<file path="src/rtl/pool_plane_writer_pkg.sv">
// pool_plane_writer_pkg
// Shared constants and types for the layer-1 mid-buffer write-back path.
// The channel buffer on the read side uses the same geometry constants, so the
// flat layout addr = ch*PLANE + row*OUT_W + col is defined in one place.
package pool_plane_writer_pkg;

  localparam int CH    = 32;                   // channels per input beat
  localparam int OUT_H = 17;                   // pooled rows
  localparam int OUT_W = 13;                   // pooled columns
  localparam int DW    = 32;                   // word width
  localparam int PLANE = OUT_H * OUT_W;        // words per channel plane (221)
  localparam int AW    = $clog2(CH * PLANE);   // flat address width (13)
  localparam int ROW_W = $clog2(OUT_H);
  localparam int COL_W = $clog2(OUT_W);
  localparam int POS_W = $clog2(PLANE);
  localparam int CH_W  = $clog2(CH);

  typedef enum logic [1:0] {
    IDLE,
    WAIT_IN,
    SERIAL,
    DONE
  } state_t;

endpackage

</file>
<file path="src/rtl/pool_plane_writer_pos_counter.sv">
// pool_plane_writer_pos_counter
// Row/column scan counter over a ROWS x COLS plane. Keeps a linear index in
// step with row/col so users get row*COLS+col without a multiplier.
// Holds at the last position: inc is ignored once last is high.
//
// Ports:
//   clk   in   system clock
//   rst_n in   synchronous active-low reset
//   clr   in   return to position (0,0)
//   inc   in   advance one position (col first, row on col wrap)
//   row   out  current row
//   col   out  current column
//   pos   out  linear index row*COLS+col
//   last  out  high at (ROWS-1, COLS-1)
module pool_plane_writer_pos_counter
  import pool_plane_writer_pkg::*;
#(
  parameter  int ROWS = OUT_H,
  parameter  int COLS = OUT_W,
  localparam int RW   = $clog2(ROWS),
  localparam int CW   = $clog2(COLS),
  localparam int PW   = $clog2(ROWS * COLS)
) (
  input  logic          clk,
  input  logic          rst_n,
  input  logic          clr,
  input  logic          inc,
  output logic [RW-1:0] row,
  output logic [CW-1:0] col,
  output logic [PW-1:0] pos,
  output logic          last
);

  localparam logic [RW-1:0] ROW_LAST = RW'(ROWS - 1);
  localparam logic [CW-1:0] COL_LAST = CW'(COLS - 1);

  assign last = (row == ROW_LAST) && (col == COL_LAST);

  always_ff @(posedge clk) begin
    if (!rst_n || clr) begin
      row <= '0;
      col <= '0;
      pos <= '0;
    end else if (inc && !last) begin
      pos <= pos + 1'b1;
      if (col == COL_LAST) begin
        col <= '0;
        row <= row + 1'b1;
      end else begin
        col <= col + 1'b1;
      end
    end
  end

endmodule

</file>
<file path="src/rtl/pool_plane_writer.sv">
// pool_plane_writer
// Takes one pooled spatial position per handshake (CH channel words in
// parallel) and writes them out one word per cycle into a flat channel-major
// memory: addr = ch*PLANE + row*OUT_W + col. Pulses done after the last word
// of the whole CH x OUT_H x OUT_W set has been accepted by the memory.
//
// Ports:
//   clk      in   system clock
//   rst_n    in   synchronous active-low reset
//   start    in   begin a frame (only looked at in IDLE)
//   valid_in in   data_in holds one pooled position
//   in_ready out  block accepts data_in this cycle
//   data_in  in   channel c at bits [c*DW +: DW]
//   wr_en    out  write strobe
//   wr_addr  out  flat word address
//   wr_data  out  write word
//   wr_ready in   memory accepts the write this cycle
//   busy     out  high outside IDLE
//   done     out  one-cycle pulse after the final write completes
//
// State    | meaning
// ---------+-----------------------------------------------------------
// IDLE     | waiting for start; no writes
// WAIT_IN  | in_ready high, waiting for the next pooled position
// SERIAL   | writing staged words ch = 0..CH-1 for the current position
// DONE     | one-cycle done pulse, then back to IDLE
module pool_plane_writer
  import pool_plane_writer_pkg::*;
(
  input  logic             clk,
  input  logic             rst_n,
  input  logic             start,
  input  logic             valid_in,
  output logic             in_ready,
  input  logic [CH*DW-1:0] data_in,
  output logic             wr_en,
  output logic [AW-1:0]    wr_addr,
  output logic [DW-1:0]    wr_data,
  input  logic             wr_ready,
  output logic             busy,
  output logic             done
);

  localparam logic [AW-1:0]   PLANE_A = AW'(PLANE);
  localparam logic [CH_W-1:0] CH_LAST = CH_W'(CH - 1);

  state_t           state;
  logic [CH_W-1:0]  ch;
  logic [CH_W-1:0]  ch_nxt;
  logic [AW-1:0]    base;      // ch*PLANE, kept as a running sum
  logic [AW-1:0]    base_nxt;
  logic [DW-1:0]    stage [CH];

  logic [ROW_W-1:0] pc_row;
  logic [COL_W-1:0] pc_col;
  logic [POS_W-1:0] pos;
  logic             pos_last;
  logic [AW-1:0]    pos_ext;
  logic             wr_fire;
  logic             pos_clr;
  logic             pos_inc;
  logic             unused_rc;

  assign ch_nxt   = ch + 1'b1;
  assign base_nxt = base + PLANE_A;
  assign pos_ext  = {{(AW - POS_W){1'b0}}, pos};

  // wr_en is always high in SERIAL, so a write completes on wr_ready alone.
  assign wr_fire = (state == SERIAL) && wr_ready;
  assign pos_clr = (state == IDLE) && start;
  assign pos_inc = wr_fire && (ch == CH_LAST) && !pos_last;

  // Row/col are only needed by the read-side scanner; here the linear index suffices.
  assign unused_rc = ^{pc_row, pc_col};

  pool_plane_writer_pos_counter #(
    .ROWS (OUT_H),
    .COLS (OUT_W)
  ) u_pos (
    .clk   (clk),
    .rst_n (rst_n),
    .clr   (pos_clr),
    .inc   (pos_inc),
    .row   (pc_row),
    .col   (pc_col),
    .pos   (pos),
    .last  (pos_last)
  );

  always_ff @(posedge clk) begin
    if (!rst_n) begin
      state    <= IDLE;
      ch       <= '0;
      base     <= '0;
      in_ready <= 1'b0;
      wr_en    <= 1'b0;
      wr_addr  <= '0;
      wr_data  <= '0;
      busy     <= 1'b0;
      done     <= 1'b0;
      for (int c = 0; c < CH; c++) begin
        stage[c] <= '0;
      end
    end else begin
      case (state)
        IDLE: begin
          done <= 1'b0;
          if (start) begin
            ch       <= '0;
            base     <= '0;
            busy     <= 1'b1;
            in_ready <= 1'b1;
            state    <= WAIT_IN;
          end
        end

        WAIT_IN: begin
          if (valid_in && in_ready) begin
            for (int c = 0; c < CH; c++) begin
              stage[c] <= data_in[c*DW +: DW];
            end
            // Channel 0 is presented straight from data_in so the first
            // write appears the cycle after the handshake.
            ch       <= '0;
            base     <= '0;
            in_ready <= 1'b0;
            wr_en    <= 1'b1;
            wr_addr  <= pos_ext;
            wr_data  <= data_in[DW-1:0];
            state    <= SERIAL;
          end
        end

        SERIAL: begin
          if (wr_ready) begin
            if (ch == CH_LAST) begin
              ch    <= '0;
              base  <= '0;
              wr_en <= 1'b0;
              if (pos_last) begin
                done  <= 1'b1;
                state <= DONE;
              end else begin
                in_ready <= 1'b1;
                state    <= WAIT_IN;
              end
            end else begin
              ch      <= ch_nxt;
              base    <= base_nxt;
              wr_addr <= base_nxt + pos_ext;
              wr_data <= stage[ch_nxt];
            end
          end
        end

        DONE: begin
          done  <= 1'b0;
          busy  <= 1'b0;
          state <= IDLE;
        end

        default: begin
          state <= IDLE;
        end
      endcase
    end
  end

endmodule

</file>
<file path="config.mk">
export PLATFORM = sky130hd
export DESIGN_NAME = pool_plane_writer
export DESIGN_NICKNAME = d
export VERILOG_FILES = /design/src/rtl/pool_plane_writer_pkg.sv /design/src/rtl/pool_plane_writer_pos_counter.sv /design/src/rtl/pool_plane_writer.sv
export SDC_FILE = /design/constraint.sdc
export NUM_CORES = 2
export LEC_CHECK = 0
export CORE_AREA = 2 2 423 425
export CTS_CLUSTER_SIZE = 30
export DETAILED_ROUTE_END_ITERATION = 10
export DIE_AREA = 0 0 425 427
export PLACE_DENSITY_LB_ADDON = 0.25
export SLEW_MARGIN = 20
export SYNTH_ARGS = -nofsm -noshare
export SYNTH_HDL_FRONTEND = slang
export SYNTH_SLANG_ARGS = --single-unit
</file>
<file path="constraint.sdc">
create_clock -name clk -period 49 [get_ports clk]
set_input_delay 14.7 -clock clk [delete_from_list [all_inputs] [get_ports clk]]
set_output_delay 14.7 -clock clk [all_outputs]
set_load 0.03 [all_outputs]
</file>
Word level (Yosys, flattened, before mapping)
Memory sizes are Yosys's and may differ from the RTL's.
Index checks and enable logic that the tools add are counted.
Cells by class
  muxes and demuxes: 77
  multipliers: 0
  order comparisons: 0
  shift operators: 0
  add/subtract/negate cells: 6
  equal/unequal tests: 13
  reduce and logical (&&, ||, !) cells: 24
  bitwise gates (word level): 32
  divide/modulo/power cells: 0
Operators with widths (number)
  $mux W32: 35
  $mux W13: 7
  $pmux W32 S2: 1
  $pmux W13 S3: 1
  $or A1 B1 Y1: 32
  $pmux W13 S2: 1
  $mux W5: 4
  $reduce_and A4 Y1: 5
  $mux W1: 16
  $pmux W5 S3: 1
  $add A13 B8 Y13: 1
  $add A13 B8 Y13 const B: 1
  $add A5 B1 Y5 const B: 2
  $eq A5 B5 Y1 const B: 2
  $mux W2: 5
  $ne A2 B2 Y1 const B: 5
  $add A8 B1 Y8 const B: 1
  $pmux W2 S4: 1
  $logic_and A1 B1 Y1: 7
  $pmux W1 S2: 3
  $reduce_and A6 Y1: 1
  $reduce_bool A2 Y1: 3
  $add A4 B1 Y4 const B: 1
  $eq A2 B2 Y1 const B: 2
  other kinds (11): 14
Word-level totals
  bits in latches: 0
  memory bits (read-only): 0
  register bits: 86
  memories: 1
  input port bits: 1029
  memory bits (writable): 1024
Memories
  stage: depth 32, bits a word 32, read ports 1, clocked after memory_dff 0, wr ports 32, RTL line pool_plane_writer.sv:52  | logic [DW-1:0] stage [CH];

Depth between registers and ports, before layout
  depth after elaboration: 6
  depth in mapped cells: 11
  mapped depth without buffers: 10

By module
Synthesis repeated with hierarchy kept, for this count alone.
Unflattened totals
  cell total of the unflattened synthesis: 3362
  area, all modules: 50263.2 um^2
Modules (own cells, without submodules)
  pool_plane_writer: area each 49247.2 um^2, cells an instance 3249, seq. area each 32130.8 um^2, times used 1
  pool_plane_writer_pos_counter: area each 1016.0 um^2, cells an instance 113, seq. area each 340.3 um^2, times used 1

Worst setup path before layout
Ideal clock, no wire load.
  path kind: input to register
  from: input rst_n
  to: memory stage[0][0], enable pin
  arrival: 31868 ps
  cell stages on the path: 4
  path slack: 10111 ps
  data required time: 41979 ps
  cell sequence: clkbuf_1 > clkbuf_1 > buf_1 > nand2_1
RTL lines
  start: declaration: RTL line pool_plane_writer.sv:31  | input logic rst_n,
  end: declaration: RTL line pool_plane_writer.sv:52

==> impl_metrics.toml <==
[outcome]
status = "finished, final reports clean"

[yosys]
async_reset_ff_share_pct = 0
ys_types = 60
ys_seq_area_share_pct = 64.9
syn_area_per_cell_um2 = 15.0
synth_ff_type = "edfxtp_1"
synth_nets = 4379
synth_seq_cells = 1110
ys_warn_count = 0
syn_inst = 3327
synth_area_mm2 = 0.0501
synth_edf_count = 1024

[sta]
fin_tns_setup_ns = 0
finalClockSkew_ns = 0.0429
slew_viol_final = 0
finalHoldViolations = 0
relSlewSlack_pct = 8.80
finalCritPeriodShare_pct = 39.6
setup_violations = 0
setup_slack_ns = 29.61
max_freq_ghz = 0.0516
tightest_slew_ns = 1.37
rsz0062_at_grt = "false"
min_period_ns = 19.39

[global_routing]
antenna_found_initial = 88
gr-usage-all-layers_pct = 20.8
met1_usage_pct = 24.7
grt_overflow_total = 0
use_met3_pct = 5.19
use_met2_pct = 36.8
grt_pass1_wl_um = 260000
grt_max_degree = 270
busiest_layer = "met2"
grt_pass1_vias = 32612

[setup_path]
crit_family = "buffers and inverters"
r2r_cells = 9
r2r_slack_ns = 43.30
crit_chain = "clkdlybuf4s50_1 -> nand3_2 -> buf_4 -> nand2_4 -> buf_4 -> buf_4 -> buf_4 -> buf_4"
crit_type = "in2reg"
cp_common_cell = "buf_4"
slowest_stage = "buf_4"
required_ns = 49.41
cp_max_fo = 76
r2r_start = "state[1]"
endpoint_kind = "flop"
max_stage_delay_ns = 0.89
crit_arrival_ns = 19.80
r2r-end = "stage[17][14]"
path_buf_inv = 6
start_kind = "input port"

[min_path]
hold_path.startpoint = "wr_addr[11]"
hold_class = "reg2reg"
hold_depth = 2
holdPathEnd = "wr_addr[11]"

[clock_tree]
cts_max_level = 4
root_buffer = "clkbuf_16"
cts_setup_buffers = 0
cts_tree = "done"
insertion_delay_ns = 0.82
cts_buffer_depth = 3
ctsHoldBuffers = 0
ctsResizeCount = 0
clkTransAtPathRegs_ns = 0.05
cts_sinks = 1110
numCtsBuffers = 133

[floorplan]
core_mm2 = 0.177
die_area_mm2 = 0.181
chipWidth_um = 425
rows = 155
die_h_um = 427
initial_utilization_pct = 28.2
pin_count = 1078

[route]
vias = 32133
vias_per_cell = 4.70
drt_iter0_drc = 2773
routedWlPerCell_um = 28.3
finalWirelength_um = 194000
drt_pass1_iterations = 5
drc = 0
antenna_left = 0

[placed_design]
postPlaceCellArea_mm2 = 0.0633
place_ws_ns = 28.81
io_buffers = 1077
dp_hpwl_um = 144000
place_congestion = 0.882

[flow_run]
cap_violations = 0

[pwr]
max-vdd-ir-drop_mv = 0.0332
power_density_mw_per_mm2 = 39.2
finalPower_mw = 2.65
p_leak_nw = 23.5

[cells_and_area]
nets = 5398
drive_above_1_share_pct = 12.0
areaGrowthSynthToFinish_pct = 35.2
stdcell_area_mm2 = 0.0677
==> Yosys cell counts, types with 14 or more instances <==
master	count	share of area, %
o21ai_0	65	0.65
edfxtp_1	1024	61
xnor2_1	18	0.31
buf_1	14	0.10
and2_1	1000	12
mux2i_1	23	0.46
clkbuf_1	176	1.3
a21oi_1	83	0.83
dfxtp_1	86	3.4
ha_1	22	0.55
inv_1	38	0.28
nor2_1	82	0.61
nor3_1	38	0.38
buf_2	39	0.39
xor2_1	18	0.31
mux4_2	283	13
nand2_1	155	1.2
a2111oi_0	28	0.49
==> layout make-up <==
| type | count | area, um2 |
|---|---|---|
| Clock buffer | 175 | 3590 |
| Timing Repair Buffer | 1121 | 11200 |
| Inverter | 38 | 143 |
| Fill cell | 16960 | 110000 |
| Sequential cell | 1110 | 32500 |
| Tap cell | 2355 | 2950 |
| Multi-Input combinational cell | 1942 | 16500 |
| Antenna cell | 35 | 87.6 |
| Clock inverter | 67 | 742 |
==> tightest hold or removal path: cells and delay by family, from the launching register on <==
kind             cells  cell delay (ns)
AO/OA/AOI/OAI        1             0.05
flip-flops           1             0.31
AND/OR/NAND/NOR      1             0.05
==> sequential cells by signal, indices dropped and copies added, names as in the netlist <==
register	count
wr_en	1
wr_addr	13
u_pos.col	4
busy	1
u_pos.row	5
wr_data	32
in_ready	1
done	1
base	13
u_pos.pos	8
state	2
stage	1024
ch	5
==> power by group <==
group          switching [mW]  internal [mW]
combinational           0.260          0.212
sequential             0.0424           1.15
clock                   0.428          0.557
total                   0.731           1.92
==> stage by stage <==
| step | hold WS [ns] | instances | util [%] |
|---|---|---|---|
| 2_1_floorplan | 0.441 | 3327 | - |
| 3_3_place_gp | 0.437 | 6566 | 35.7 |
| 3_5_place_dp | 0.445 | 6566 | 35.7 |
| 4_1_cts | 0.453 | 6808 | 38.1 |
| 5_1_grt | 0.474 | 6833 | 38.2 |
| 6_report | 0.452 | 6843 | 38.2 |
==> layer usage <==
metal  up-vias  wire, um  share of wire [%]
met1     16309     73600                 38
met2      1169    102000                 53
met4        40      4850                2.5
met3       279     13100                6.8
li1      14336         -                  -
met5         -       268               0.14
==> layout by cell type (no fill, tap or decap), types with 6 or more instances in the layout <==
master	synthesis	final
a2111oi_0	28	28
a21oi_1	83	82
a22oi_1	12	12
and2_1	1000	999
buf_4	1	39
bufinv_16	0	6
clkbuf_1	176	33
clkbuf_16	0	134
clkbuf_8	0	8
clkdlybuf4s50_1	0	1076
clkinv_1	0	23
clkinv_16	0	7
clkinv_2	0	16
dfxtp_1	86	85
diode_2	0	35
edfxtp_1	1024	1024
ha_1	22	20
inv_1	38	37
mux2i_1	23	23
mux4_2	283	283
nand2_1	155	154
nand3_1	13	12
nor2_1	82	81
nor3_1	38	38
o21ai_0	65	65
o21ai_1	9	9
o22ai_1	6	6
o31ai_1	10	10
or2_1	6	6
xnor2_1	18	17
xor2_1	18	17
==> cells by family after synthesis <==
kind of cell             Yosys count  share of synthesized area [%]
AO/OA/AOI/OAI                    244                           3.00
XOR/XNOR                          38                          0.717
adder cells (fa/ha/maj)           23                          0.590
buffers and inverters            275                           2.27
flip-flops                      1110                           64.9
multiplexers                     306                           13.2
AND/OR/NAND/NOR                 1331                           15.4
==> worst max path at each step <==
| stage | start | end | slack [ns] | depth (start not counted) |
|---|---|---|---|---|
| 2_1_floorplan | rst_n | stage[0][0] | 10.11 | 4 |
| 3_3_place_gp | valid_in | stage[16][14] | 28.92 | 8 |
| 3_5_place_dp | valid_in | stage[16][14] | 28.81 | 8 |
| 4_1_cts | valid_in | stage[17][14] | 29.70 | 8 |
| 5_1_grt | valid_in | stage[17][14] | 29.37 | 8 |
| 6_report | valid_in | stage[17][14] | 29.61 | 8 |
Power figures use the tool's default switching activity.
